===== src/rtl/multicon_pkg.sv =====
`default_nettype none
// ============================================================================
//  Module   : multicon_pkg
//  Purpose  : Shared types and helpers for the multicon register-port arbiter.
//             Holds the sequencer state encoding and the sizing function for
//             the read-latency wait counter.
//  Revision : 1.0 - initial release
// ============================================================================
package multicon_pkg;

   typedef enum logic [1:0] {
      IDLE  = 2'd0,
      ISSUE = 2'd1,
      WAIT  = 2'd2,
      RESP  = 2'd3
   } state_t;

   // The counter must hold the value RD_LATENCY itself.
   function automatic int cnt_width(input int rd_latency);
      return $clog2(rd_latency + 1);
   endfunction

endpackage
`default_nettype wire


===== src/rtl/multicon_reg_arbiter_if.sv =====
`default_nettype none
// ============================================================================
//  Module   : multicon_reg_arbiter_if
//  Purpose  : Requester-side command/response bundle plus the shared 64-bit
//             register-port towards the target.
//  Ports    : i_req/i_we/i_addr/i_be/i_wdata  packed per-requester commands
//             o_gnt/o_rvalid/o_rdata          per-requester grant/completion
//             o_reg_*                         target access strobe + command
//             i_reg_rdata                     target read data
//  Modports : slave  - the arbiter
//             master - requesters and target together
//  Revision : 1.0 - initial release
// ============================================================================
interface multicon_reg_arbiter_if #(
   parameter int NUM_REQ    = 2,
   parameter int ADDR_WIDTH = 32
);
   logic [NUM_REQ-1:0]            i_req;
   logic [NUM_REQ-1:0]            i_we;
   logic [NUM_REQ*ADDR_WIDTH-1:0] i_addr;
   logic [NUM_REQ*8-1:0]          i_be;
   logic [NUM_REQ*64-1:0]         i_wdata;
   logic [NUM_REQ-1:0]            o_gnt;
   logic [NUM_REQ-1:0]            o_rvalid;
   logic [63:0]                   o_rdata;
   logic                          o_reg_req;
   logic                          o_reg_we;
   logic [ADDR_WIDTH-1:0]         o_reg_addr;
   logic [7:0]                    o_reg_be;
   logic [63:0]                   o_reg_wdata;
   logic [63:0]                   i_reg_rdata;

   modport slave (
      input  i_req, i_we, i_addr, i_be, i_wdata, i_reg_rdata,
      output o_gnt, o_rvalid, o_rdata,
             o_reg_req, o_reg_we, o_reg_addr, o_reg_be, o_reg_wdata
   );

   modport master (
      output i_req, i_we, i_addr, i_be, i_wdata, i_reg_rdata,
      input  o_gnt, o_rvalid, o_rdata,
             o_reg_req, o_reg_we, o_reg_addr, o_reg_be, o_reg_wdata
   );
endinterface
`default_nettype wire


===== src/rtl/multicon_rr_pick.sv =====
`default_nettype none
// ============================================================================
//  Module   : multicon_rr_pick
//  Purpose  : Combinational round-robin selector. Returns the first set
//             request bit at or after ptr, wrapping modulo NUM_REQ.
//  Ports    : req   - request vector
//             ptr   - highest-priority index
//             pick  - one-hot winner (zero when no request)
//             valid - at least one request present
//  Revision : 1.0 - initial release
// ============================================================================
module multicon_rr_pick #(
   parameter int NUM_REQ = 2,
   parameter int PTR_W   = 1
) (
   input  logic [NUM_REQ-1:0] req,
   input  logic [PTR_W-1:0]   ptr,
   output logic [NUM_REQ-1:0] pick,
   output logic               valid
);

   function automatic int wrap_add(input logic [PTR_W-1:0] base, input int offs);
      int sum;
      sum = int'(base) + offs;
      return (sum >= NUM_REQ) ? sum - NUM_REQ : sum;
   endfunction

   logic found;

   // Walk priority order k = 0..NUM_REQ-1; only constant indices are used
   // on the vectors, the position match is done arithmetically.
   always_comb begin
      pick  = '0;
      found = 1'b0;
      for (int k = 0; k < NUM_REQ; k++) begin
         for (int j = 0; j < NUM_REQ; j++) begin
            if (!found && req[j] && (wrap_add(ptr, k) == j)) begin
               pick[j] = 1'b1;
               found   = 1'b1;
            end
         end
      end
   end

   assign valid = found;

endmodule
`default_nettype wire


===== src/rtl/multicon_reg_arbiter.sv =====
`default_nettype none
// ============================================================================
//  Module   : multicon_reg_arbiter
//  Purpose  : Round-robin arbiter/sequencer sharing one 64-bit register port
//             between NUM_REQ requesters. One access in flight at a time:
//             IDLE -> ISSUE (strobe + grant) -> WAIT (RD_LATENCY cycles)
//             -> RESP (completion pulse) -> IDLE.
//  Ports    : clk   - clock
//             rst_n - synchronous active-low reset
//             bus   - slave modport of multicon_reg_arbiter_if
//  Revision : 1.0 - initial release
// ============================================================================
module multicon_reg_arbiter
   import multicon_pkg::*;
#(
   parameter int NUM_REQ    = 2,
   parameter int ADDR_WIDTH = 32,
   parameter int RD_LATENCY = 1
) (
   input  logic                  clk,
   input  logic                  rst_n,
   multicon_reg_arbiter_if.slave bus
);

   localparam int PTR_W = (NUM_REQ > 1) ? $clog2(NUM_REQ) : 1;
   localparam int CNT_W = cnt_width(RD_LATENCY);

   state_t                  state, state_nxt;
   logic [PTR_W-1:0]        ptr, ptr_nxt;
   logic [NUM_REQ-1:0]      owner;
   logic [CNT_W-1:0]        cnt;
   logic                    reg_we;
   logic [ADDR_WIDTH-1:0]   reg_addr;
   logic [7:0]              reg_be;
   logic [63:0]             reg_wdata;
   logic [63:0]             rdata;

   logic [NUM_REQ-1:0]      pick;
   logic                    pick_valid;
   logic                    sel_we;
   logic [ADDR_WIDTH-1:0]   sel_addr;
   logic [7:0]              sel_be;
   logic [63:0]             sel_wdata;
   logic [NUM_REQ-1:0]      gnt;
   logic [NUM_REQ-1:0]      rvalid;
   logic                    reg_req;

   multicon_rr_pick #(
      .NUM_REQ (NUM_REQ),
      .PTR_W   (PTR_W)
   ) u_pick (
      .req   (bus.i_req),
      .ptr   (ptr),
      .pick  (pick),
      .valid (pick_valid)
   );

   // One-hot AND-OR mux of the winning requester's command fields.
   always_comb begin
      sel_we    = 1'b0;
      sel_addr  = '0;
      sel_be    = '0;
      sel_wdata = '0;
      for (int i = 0; i < NUM_REQ; i++) begin
         if (pick[i]) begin
            sel_we    = sel_we    | bus.i_we[i];
            sel_addr  = sel_addr  | bus.i_addr[i*ADDR_WIDTH +: ADDR_WIDTH];
            sel_be    = sel_be    | bus.i_be[i*8 +: 8];
            sel_wdata = sel_wdata | bus.i_wdata[i*64 +: 64];
         end
      end
   end

   // Priority moves to the requester just after the one served.
   always_comb begin
      ptr_nxt = '0;
      for (int i = 0; i < NUM_REQ; i++) begin
         if (owner[i]) begin
            ptr_nxt = (i == NUM_REQ - 1) ? '0 : PTR_W'(i + 1);
         end
      end
   end

   always_ff @(posedge clk) begin
      if (!rst_n) begin
         state <= IDLE;
      end else begin
         state <= state_nxt;
      end
   end

   always_comb begin
      state_nxt = state;
      gnt       = '0;
      rvalid    = '0;
      reg_req   = 1'b0;
      unique case (state)
         IDLE: begin
            if (pick_valid) state_nxt = ISSUE;
         end
         ISSUE: begin
            reg_req   = 1'b1;
            gnt       = owner;
            state_nxt = WAIT;
         end
         WAIT: begin
            if (cnt == CNT_W'(1)) state_nxt = RESP;
         end
         RESP: begin
            rvalid    = owner;
            state_nxt = IDLE;
         end
         default: state_nxt = IDLE;
      endcase
   end

   always_ff @(posedge clk) begin
      if (!rst_n) begin
         ptr       <= '0;
         owner     <= '0;
         cnt       <= '0;
         reg_we    <= 1'b0;
         reg_addr  <= '0;
         reg_be    <= '0;
         reg_wdata <= '0;
         rdata     <= '0;
      end else begin
         unique case (state)
            IDLE: begin
               if (pick_valid) begin
                  owner     <= pick;
                  reg_we    <= sel_we;
                  reg_addr  <= sel_addr;
                  reg_be    <= sel_be;
                  reg_wdata <= sel_wdata;
               end
            end
            ISSUE: cnt <= CNT_W'(RD_LATENCY);
            WAIT: begin
               // Sample exactly RD_LATENCY cycles after the strobe cycle.
               if (cnt == CNT_W'(1)) begin
                  rdata <= bus.i_reg_rdata;
                  cnt   <= '0;
               end else begin
                  cnt <= cnt - CNT_W'(1);
               end
            end
            RESP: ptr <= ptr_nxt;
            default: ;
         endcase
      end
   end

   assign bus.o_gnt       = gnt;
   assign bus.o_rvalid    = rvalid;
   assign bus.o_rdata     = rdata;
   assign bus.o_reg_req   = reg_req;
   assign bus.o_reg_we    = reg_we & reg_req;
   assign bus.o_reg_addr  = reg_addr;
   assign bus.o_reg_be    = reg_be;
   assign bus.o_reg_wdata = reg_wdata;

endmodule
`default_nettype wire

===== src/flat_wrapper.sv =====
// flat-port wrapper written by rule: the top's interface ports become plain ports
module multicon_reg_arbiter_flat import multicon_pkg::*;
#(
   parameter int NUM_REQ    = 2,
   parameter int ADDR_WIDTH = 32,
   parameter int RD_LATENCY = 1
)
  (clk, rst_n, bus_i_req, bus_i_we, bus_i_addr, bus_i_be, bus_i_wdata, bus_i_reg_rdata, bus_o_gnt, bus_o_rvalid, bus_o_rdata, bus_o_reg_req, bus_o_reg_we, bus_o_reg_addr, bus_o_reg_be, bus_o_reg_wdata);
  multicon_reg_arbiter_if #(.NUM_REQ(NUM_REQ), .ADDR_WIDTH(ADDR_WIDTH)) bus_i ();
  input  logic clk;
  input  logic rst_n;
  input wire logic [$bits(bus_i.i_req)-1:0] bus_i_req;
  input wire logic [$bits(bus_i.i_we)-1:0] bus_i_we;
  input wire logic [$bits(bus_i.i_addr)-1:0] bus_i_addr;
  input wire logic [$bits(bus_i.i_be)-1:0] bus_i_be;
  input wire logic [$bits(bus_i.i_wdata)-1:0] bus_i_wdata;
  input wire logic [$bits(bus_i.i_reg_rdata)-1:0] bus_i_reg_rdata;
  output wire logic [$bits(bus_i.o_gnt)-1:0] bus_o_gnt;
  output wire logic [$bits(bus_i.o_rvalid)-1:0] bus_o_rvalid;
  output wire logic [$bits(bus_i.o_rdata)-1:0] bus_o_rdata;
  output wire logic [$bits(bus_i.o_reg_req)-1:0] bus_o_reg_req;
  output wire logic [$bits(bus_i.o_reg_we)-1:0] bus_o_reg_we;
  output wire logic [$bits(bus_i.o_reg_addr)-1:0] bus_o_reg_addr;
  output wire logic [$bits(bus_i.o_reg_be)-1:0] bus_o_reg_be;
  output wire logic [$bits(bus_i.o_reg_wdata)-1:0] bus_o_reg_wdata;
  assign bus_i.i_req = bus_i_req;
  assign bus_i.i_we = bus_i_we;
  assign bus_i.i_addr = bus_i_addr;
  assign bus_i.i_be = bus_i_be;
  assign bus_i.i_wdata = bus_i_wdata;
  assign bus_i.i_reg_rdata = bus_i_reg_rdata;
  assign bus_o_gnt = bus_i.o_gnt;
  assign bus_o_rvalid = bus_i.o_rvalid;
  assign bus_o_rdata = bus_i.o_rdata;
  assign bus_o_reg_req = bus_i.o_reg_req;
  assign bus_o_reg_we = bus_i.o_reg_we;
  assign bus_o_reg_addr = bus_i.o_reg_addr;
  assign bus_o_reg_be = bus_i.o_reg_be;
  assign bus_o_reg_wdata = bus_i.o_reg_wdata;
  multicon_reg_arbiter #(.NUM_REQ(NUM_REQ), .ADDR_WIDTH(ADDR_WIDTH), .RD_LATENCY(RD_LATENCY)) u_core (.clk(clk), .rst_n(rst_n), .bus(bus_i));
endmodule

===== config.mk =====
export PLATFORM = sky130hd
export DESIGN_NAME = multicon_reg_arbiter_flat
export DESIGN_NICKNAME = d
export VERILOG_FILES = /design/src/rtl/multicon_pkg.sv /design/src/rtl/multicon_reg_arbiter_if.sv /design/src/rtl/multicon_rr_pick.sv /design/src/rtl/multicon_reg_arbiter.sv /design/src/flat_wrapper.sv
export SDC_FILE = /design/constraint.sdc
export NUM_CORES = 1
export LEC_CHECK = 0
export ABC_AREA = 1
export CORE_AREA = 2 2 176 178
export DETAILED_ROUTE_END_ITERATION = 12
export DIE_AREA = 0 0 178 180
export SETUP_SLACK_MARGIN = 0.1
export SYNTH_ARGS = -nofsm -noshare
export SYNTH_HDL_FRONTEND = slang
export SYNTH_SLANG_ARGS = --single-unit

===== constraint.sdc =====
create_clock -name clk -period 2.01 [get_ports clk]
set_input_delay 0.402 -clock clk [delete_from_list [all_inputs] [get_ports clk]]
set_output_delay 0.402 -clock clk [all_outputs]
set_load 0.05 [all_outputs]

* Word level (Yosys, flattened, before mapping)
Index checks and enable logic that the tools add are counted.
** Storage, ports and cells
- Bits in registers :: 175
- Output and inout bits :: 174
- Word-level logic and storage cells :: 71
- Bits of input ports :: 278
** Cells by class
- Mux-type cells :: 27
- Add/sub/neg operators :: 4
- Equality and inequality tests :: 7
- Bitwise operators :: 5
- Reduce and logical (&&, ||, !) cells :: 17
- Order comparisons :: 2
** Operators with widths (count)
- $mux W32 :: 4
- $mux W64 :: 2
- $eq A32 B2 Y1 const B :: 2
- $logic_not A32 Y1 :: 2
- $or A64 B64 Y64 :: 1
- $or A32 B32 Y32 :: 1
- $mux W8 :: 2
- $mux W1 :: 13
- $mux W2 :: 4
- $or A8 B8 Y8 :: 1
- $pmux W2 S4 :: 1
- $logic_and A1 B1 Y1 :: 7
- $reduce_and A2 Y1 :: 3
- $eq A2 B2 Y1 const B :: 2
- $ne A2 B1 Y1 const B :: 2
- $logic_not A1 Y1 :: 3
- $sub A1 B2 Y3 const B :: 1
- $sub A2 B2 Y3 const B :: 1
- $add A1 B1 Y2 const B :: 1
- $eq A2 B1 Y1 const B :: 1
- $ge A1 B2 Y1 const B :: 1
- $ge A2 B2 Y1 const B :: 1
- $logic_not A2 Y1 :: 1
- $pmux W1 S2 :: 1
- other kinds (4) :: 4

* Logic depth before layout (Yosys ltp)
Gate-level depths: netlist of the first run.
- Word-level depth :: 19
- Depth in mapped cells :: 8
- Gate-level depth less buffers :: 6

* Hierarchy
From an unflattened synthesis of the first run, not the netlist that was laid out.
** Unflattened totals
- Cells, all modules :: 1133
- Area, all modules :: 7527.2 sq um
** By module, submodules not included
- multicon_reg_arbiter :: area an instance 7500.9 sq um, seq. area each 3503.4 sq um, cells an instance 1127, times used 1
- multicon_rr_pick :: area an instance 26.3 sq um, seq. area each 0.0 sq um, cells an instance 6, times used 1

* Least setup slack after synthesis of the first run
No wires, ideal clock.
- Kind :: register to output
- Start point :: reg u_core.state[1]
- End point :: out bus_o_gnt[0]
- Data required time :: 1.608 ns
- Buffers on the path :: 0
- Arrival time :: 1.308 ns
- Stages on the path, launching flop included :: 5
- Setup slack :: 0.300 ns
- Cells stage by stage :: dfxtp_1 > inv_1 > ha_1 > nand2_1 > inv_1
** On the way
- Cells in the longest elaborated chain, start to end :: 2
** RTL lines
- start, declared :: line multicon_reg_arbiter.sv:28 : state_t state, state_nxt;
- start signal, assigned :: line multicon_reg_arbiter.sv:88 : state <= state_nxt;
- $eq A2 B1 Y1 :: line multicon_reg_arbiter.sv:97 : unique case (state)
- $mux W2 :: line multicon_reg_arbiter.sv:97
- end, declared :: line flat_wrapper.sv:18 : output wire logic [$bits(bus_i.o_gnt)-1:0] bus_o_gnt;
Every way passes these cells.

* Worst setup path in the final report of the first run
- Start point :: reg u_core.state[1]
- End point :: out bus_o_reg_we
** On the way
- Cells in the longest elaborated chain, start to end :: 3
** RTL lines
- $eq A2 B1 Y1 :: line multicon_reg_arbiter.sv:97
- $mux W1 :: line multicon_reg_arbiter.sv:97
- $and A1 B1 Y1 :: line multicon_reg_arbiter.sv:158 : assign bus.o_reg_we = reg_we & reg_req;
- end, declared :: line flat_wrapper.sv:22 : output wire logic [$bits(bus_i.o_reg_we)-1:0] bus_o_reg_we;
Every way passes these cells.

==> results.sh, run 1 <==
export IMPL_crit_required_ns=1.61
export IMPL_ys_top_cells_by_area="dfxtp_1 43%, nand2_1 25%, nor2_1 16%, inv_1 5.4%, o21ai_0 4.1%"
export IMPL_drtIter0Drc=464
export IMPL_cts_htree_levels=4
export IMPL_post_place_ws_ns=0.01495
export IMPL_fin_cells=2162
export IMPL_path_cells="inv_1, ha_4, nand2_1, inv_1, buf_12"
export IMPL_yosysUniqueCellTypes=19
export IMPL_grt_util_all_layers_pct=17.49
export IMPL_gp_congestion=0.8230
export IMPL_p_leak_nw=6.804
export IMPL_row_count=64
export IMPL_synth_top_cell_by_area="dfxtp_1"
export IMPL_slowest_stage="dfxtp_1"
export IMPL_grt_pass1_wl_um=44010
export IMPL_max_freq_ghz=0.5531
export IMPL_report_final_slew_viol_count=0
export IMPL_dieArea_sq_mm=0.03204
export IMPL_finalWorstSetupSlack_ns=0.2019
export IMPL_antenna_found_initial=0
export IMPL_grt_pass1_vias=8137
export IMPL_io_pins=452
export IMPL_start_util_pct=26.91
export IMPL_synth_seq_cells=175
export IMPL_regToRegEndpoint="u_core.bus.o_rdata[22]"
export IMPL_grt_ovfl_total=0
export IMPL_period_minus_slack_ns=1.808
export IMPL_synthArstFlopShare_pct=0
export IMPL_timing_final_crit_share_pct=89.96
export IMPL_cts_root_buf="clkbuf_16"
export IMPL_clkSlewWorstSetupHoldPaths_ns=0.07
export IMPL_die_w_um=178
export IMPL_clk_path_buf_depth=2
export IMPL_peakVddDrop_uv=620.8
export IMPL_setup_violations=0
export IMPL_startpoint="u_core.state[1]"
export IMPL_finalHoldViolations=0
export IMPL_synth_most_common_cell="nand2_1"
export IMPL_cts_made_buffers=17
export IMPL_route_vias_total=8903
export IMPL_drt_first_pass_iters=5
export IMPL_timing_rr_start="u_core.state[0]"
export IMPL_synth_main_ff_cell="dfxtp_1"
export IMPL_wl_um=29140
export IMPL_port_buffers=451
export IMPL_skew_ns=0.01800
export IMPL_syn2layout_area_growth_pct=66.11
export IMPL_reg2reg_depth=6
export IMPL_clock_sinks=175
export IMPL_synth_fp_nets=1615
export IMPL_syn_area_sq_mm=0.008123
export IMPL_critPathMaxFanout=4
export IMPL_drc=0
export IMPL_tightest_slew_ns=0.5493
export IMPL_yosysWarnings=0
export IMPL_slew_headroom_pct=63.52
export IMPL_ant_nets=0
export IMPL_slowest_delay_ns=0.40
export IMPL_grt_setup_unrepaired="false"
export IMPL_drv_cap=0
export IMPL_cp_end_kind="primary output"
export IMPL_dp_hpwl_um=21500
export IMPL_power_density_mw_per_mm2=1307
export IMPL_wire_per_inst_um=13.48
export IMPL_critPathCapture="bus_o_reg_we"
export IMPL_nets=2035
export IMPL_hp_class="in -> reg"
export IMPL_status="completed"
export IMPL_setup_tns_ns=0
export IMPL_synth_cells=1333
export IMPL_total_power_w=0.01764
export IMPL_synth_edf_count=0
export IMPL_arrival_ns=1.41
export IMPL_synth_top_cell_area_share_pct=43.13
export IMPL_crit_top_cell="inv_1"
export IMPL_drive_gt1_share_pct=5.436
export IMPL_path_class="reg -> out"
export IMPL_cts_tree="yes"
export IMPL_viasPerCell=4.118
export IMPL_clk_latency_ns=0.43
export IMPL_grt_max_degree=86
export IMPL_dp_cells=2130
export IMPL_avgSynthCellArea_sq_um=6.094
export IMPL_die_h_um=180
export IMPL_core_area_sq_mm=0.03019
export IMPL_r2r_setup_slack_ns=0.38
export IMPL_num_antenna_cells=0
export IMPL_cp_start_kind="flip-flop"
export IMPL_yosys_top_cells_count="539 x nand2_1, 340 x nor2_1, 175 x dfxtp_1"
export IMPL_ys_seq_area_share_pct=43.13
-- worst min-delay path by stage --
| stage | startpoint | to | slack (ns) | cells after the start |
|---|---|---|---|---|
| 5_1_grt | rst_n | u_core.bus.o_reg_wdata[26] | 0.26 | 3 |
| 3_3_place_gp | u_core.bus.o_rdata[46] | u_core.bus.o_rdata[46] | 0.46 | 2 |
| 6_report | rst_n | u_core.bus.o_reg_wdata[28] | 0.27 | 3 |
| 4_1_cts | rst_n | u_core.bus.o_reg_wdata[28] | 0.25 | 3 |
| 3_5_place_dp | u_core.bus.o_rdata[31] | u_core.bus.o_rdata[31] | 0.47 | 2 |
| 2_1_floorplan | u_core.owner[0] | u_core.owner[0] | 0.45 | 2 |
-- logic make-up after synthesis --
family / after synthesis / share of synthesized area, %
buffers and inverters: 197 / 10.47
AO/OA/AOI/OAI: 74 / 4.883
flip-flops: 175 / 43.13
adder cells (fa/ha/maj): 4 / 0.6162
AND/OR/NAND/NOR: 883 / 40.90
-- routing by layer --
layer,wire length [um],track usage (%),up-vias
li1,-,-,4759
met1,12110,20.25,3817
met2,14020,30.53,286
met3,2297,4.992,41
met4,710,6.066,0
met5,0,0,-
-- cell usage in the layout (no fill, tap or decap), types with 3 or more instances in the layout --
| master | netlist | routed |
|---|---|---|
| clkdlybuf4s50_1 | 0 | 276 |
| buf_12 | 0 | 16 |
| buf_4 | 6 | 41 |
| dfxtp_1 | 175 | 175 |
| clkinv_4 | 0 | 3 |
| inv_2 | 2 | 3 |
| o21ai_0 | 66 | 66 |
| inv_1 | 117 | 116 |
| clkbuf_16 | 0 | 17 |
| nor2_1 | 340 | 340 |
| inv_8 | 0 | 5 |
| ha_1 | 4 | 3 |
| nand2_1 | 539 | 539 |
| a21oi_1 | 5 | 5 |
| dlygate4sd2_1 | 0 | 146 |
-- power by group --
part / leakage, nW / total, W / switching (W) / internal, W
clock network: 0.282 / 0.00332 / 0.00163 / 0.00169
logic: 5.08 / 0.00933 / 0.00642 / 0.00291
registers: 1.44 / 0.00499 / 0.000497 / 0.00449
-- registers in the layout, indices dropped and copies added, names as in the netlist --
signal                  count
u_core.bus.o_rdata         64
u_core.bus.o_reg_addr      32
u_core.bus.o_reg_be         8
u_core.bus.o_reg_wdata     64
u_core.cnt                  1
u_core.owner                2
u_core.ptr                  1
u_core.reg_we               1
u_core.state                2
-- repair_timing --
item | CTS | global route
setup endpoints to repair | 149 | 3
gates resized for setup | 147 | 1
hold buffers | 0 | 0
setup buffers | 0 | 0
-- cell type report --
type	count	area [sq um]
Clock buffer	18	439.2
Clock inverter	14	143.9
Fill cell	3195	16700
Inverter	119	446.7
Multi-Input combinational cell	961	3795
Sequential cell	175	3503
Tap cell	396	495.5
Timing Repair Buffer	479	4669
-- metrics by stage --
stage	hold WS [ns]	area (sq um)	utilization, %
global placement	0.4617	13080	43.33
floorplan	0.4533	8123	-
CTS	0.2480	13480	44.66
finish	0.2732	13490	44.70
detailed placement	0.4698	13080	43.33
global route	0.2578	13490	44.70
-- critical path: cells and delay by family, from the launching register on --
kind	cells	cell delay (ns)
DFF	1	0.40
buffers and inverters	3	0.33
and+or+nand+nor	1	0.07
adders and majority gates	1	0.20
(Power assumes the default switching activity.)
==> run 2, diff against run 1 <==
--- a/config.mk
+++ b/config.mk
@@ -6,10 +6,11 @@
 export NUM_CORES = 1
 export LEC_CHECK = 0
 export ABC_AREA = 1
-export CORE_AREA = 2 2 176 178
+export CORE_AREA = 2 2 177 179
 export DETAILED_ROUTE_END_ITERATION = 12
-export DIE_AREA = 0 0 178 180
+export DIE_AREA = 0 0 179 181
 export SETUP_SLACK_MARGIN = 0.1
 export SYNTH_ARGS = -nofsm -noshare
 export SYNTH_HDL_FRONTEND = slang
+export SYNTH_HIERARCHICAL = 1
 export SYNTH_SLANG_ARGS = --single-unit
==> run 2 against run 1 <==
Clock-buffer cell count shrank 1. Flip-flop and latch count is the same. Register-to-register slack gained 0.12 ns. Die area grew 1.1%. Maximum frequency grew 3.0%. Non-clock buffer count shrank 9. Area after synthesis shrank 7.3%.
==> results.sh, run 2 <==
export IMPL_drc=0
export IMPL_finalHoldViolations=0
export IMPL_antenna_found_initial=0
export IMPL_peakVddDrop_uv=589.1
export IMPL_synth_seq_cells=175
export IMPL_synth_cells=1133
export IMPL_ys_top_cells_by_area="dfxtp_1 47%, nor2_1 17%, nand2_1 16%, o21ai_0 9.4%, o21ai_1 2.0%"
export IMPL_wire_per_inst_um=14.66
export IMPL_viasPerCell=4.292
export IMPL_drt_first_pass_iters=7
export IMPL_ant_nets=0
export IMPL_port_buffers=451
export IMPL_timing_final_crit_share_pct=87.33
export IMPL_synth_top_cell_area_share_pct=46.54
export IMPL_status="completed"
export IMPL_clk_latency_ns=0.43
export IMPL_syn2layout_area_growth_pct=71.16
export IMPL_synth_most_common_cell="nor2_1"
export IMPL_io_pins=452
export IMPL_dp_hpwl_um=20840
export IMPL_hold_buffers=0
export IMPL_period_minus_slack_ns=1.755
export IMPL_die_h_um=181
export IMPL_multi_input_comb_area_sq_mm=0.003566
export IMPL_drive_gt1_share_pct=5.334
export IMPL_cp_end_kind="primary output"
export IMPL_r2r_setup_slack_ns=0.50
export IMPL_drtIter0Drc=377
export IMPL_final_common_cell="nor2_1"
export IMPL_start_util_pct=24.80
export IMPL_grt_max_degree=72
export IMPL_yosysUniqueCellTypes=18
export IMPL_die_w_um=179
export IMPL_wl_um=28620
export IMPL_synthArstFlopShare_pct=0
export IMPL_final_cell_mix="344 x nor2_1, 328 x nand2_1, 276 x clkdlybuf4s50_1"
export IMPL_synth_fp_nets=1418
export IMPL_report_final_slew_viol_count=0
export IMPL_synth_main_ff_cell="dfxtp_1"
export IMPL_synth_edf_count=0
export IMPL_setup_tns_ns=0
export IMPL_grt_pass1_vias=8032
export IMPL_fin_cells=1952
export IMPL_avgSynthCellArea_sq_um=6.644
export IMPL_cts_htree_levels=4
export IMPL_clk_path_buf_depth=2
export IMPL_tightest_slew_ns=0.5529
export IMPL_max_freq_ghz=0.5697
export IMPL_grt_ovfl_total=0
export IMPL_setup_violations=0
export IMPL_num_antenna_cells=0
export IMPL_hp_class="in -> reg"
export IMPL_path_class="reg -> out"
export IMPL_dieArea_sq_mm=0.03240
export IMPL_min_to="u_core/bus.o_reg_wdata[55]"
export IMPL_cp_start_kind="flip-flop"
export IMPL_row_count=64
export IMPL_regToRegEndpoint="u_core/bus.o_reg_wdata[28]"
export IMPL_route_vias_total=8378
export IMPL_dp_cells=1920
export IMPL_arrival_ns=1.35
export IMPL_holdPathStages=3
export IMPL_slew_headroom_pct=63.29
export IMPL_regArea_sq_mm=0.003506
export IMPL_worstHoldStart="rst_n"
export IMPL_gp_congestion=0.8326
export IMPL_timing_rr_start="u_core/state[0]"
export IMPL_clock_sinks=175
export IMPL_cts_root_buf="clkbuf_16"
export IMPL_grt_setup_unrepaired="false"
export IMPL_skew_ns=0.008649
export IMPL_grt_util_all_layers_pct=17.28
export IMPL_holdWs_ns=0.3800
export IMPL_yosys_top_cells_count="344 x nor2_1, 329 x nand2_1, 175 x dfxtp_1"
export IMPL_p_leak_nw=6.146
export IMPL_crit_required_ns=1.61
export IMPL_drv_cap=0
export IMPL_core_area_sq_mm=0.03035
export IMPL_critPathMaxFanout=5
export IMPL_nFillCells=3150
export IMPL_power_density_mw_per_mm2=1303
export IMPL_syn_area_sq_mm=0.007527
export IMPL_cts_tree="yes"
export IMPL_reg2reg_depth=7
export IMPL_grt_pass1_wl_um=43740
export IMPL_synth_top_cell_by_area="dfxtp_1"
export IMPL_ys_seq_area_share_pct=46.54
export IMPL_cts_made_buffers=17
export IMPL_yosysWarnings=6
export IMPL_nets=1828
export IMPL_clkSlewWorstSetupHoldPaths_ns=0.07
## run 2: cell types whose count changed after synthesis, moves of 2 or more
cell      before  now
buf_4          6   12
buf_6          9    6
o21ai_0       66  141
clkbuf_1      45   28
o21ai_1        0   30
buf_2         17   27
ha_1           4    7
inv_2          2    0
nor2_1       340  344
inv_1        117   16
nand2_1      539  329
clkbuf_2       0    6
## run 2: worst max-delay path by stage
stage / startpoint / to / cells past startpoint
2_1_floorplan: u_core/state[0] / u_core/bus.o_reg_wdata[29] / 8
3_3_place_gp: bus_i_req[1] / u_core/bus.o_reg_wdata[44] / 9
3_5_place_dp: bus_i_req[1] / u_core/bus.o_reg_wdata[44] / 9
4_1_cts: u_core/state[0] / bus_o_rvalid[0] / 4
5_1_grt: u_core/state[0] / bus_o_rvalid[0] / 4
6_report: u_core/state[0] / bus_o_rvalid[0] / 4
## run 2: power breakdown
group | switching, W | total (W) | internal (W)
Sequential | 0.000504 | 0.00502 | 0.00451
Clock | 0.00161 | 0.00325 | 0.00165
Combinational | 0.00602 | 0.00851 | 0.00249
Total | 0.00813 | 0.0168 | 0.00865
## run 2: cell families after synthesis
logic type               count (synthesis)  synth area share (%)
flip-flops                             175                 46.54
AND/OR/NAND/NOR                        678                 33.93
AO/OA/AOI/OAI                          177                 11.80
buffers and inverters                   96                 6.566
adder cells (fa/ha/maj)                  7                 1.164
## run 2: critical path, stage by stage, from the launching register on
cell	delay [ns]
dfxtp_2	0.39
ha_1	0.21
nand2_1	0.08
inv_1	0.10
buf_12	0.14
## run 2: layout make-up
cell class              count  share of cell area, %
multi-input cells         862                  27.68
repair buffers            470                  36.36
inverters                  17                 0.5147
clock buffers              17                  3.302
flip-flops and latches    175                  27.21
clock inverters            15                  1.088
well taps                 396                  3.846
## run 2: stage by stage
stage	util, %	area, sq um	power [W]	setup WS, ns
after floorplan	-	7527	0.01083	0.5987
final	42.45	12880	0.01678	0.2547
after detailed placement	41.17	12490	0.01425	-0.03760
after CTS	42.44	12880	0.01700	0.1098
after global routing	42.45	12880	0.01778	0.1287
after global placement	41.17	12490	0.01421	-0.04105
## run 2: repair_timing
item,CTS,global route
endpoints found under the setup margin,155,6
gates resized for setup,154,3
setup buffers,0,0
endpoints found under the hold margin,0,0
## run 2: layer usage
metal,vias to the layer above,track usage [%],part of all wire (%)
li1,4336,-,-
met1,3732,20.21,42
met2,284,30.57,50
met3,26,4.440,6.9
met4,0,5.301,1.7
met5,-,0,0
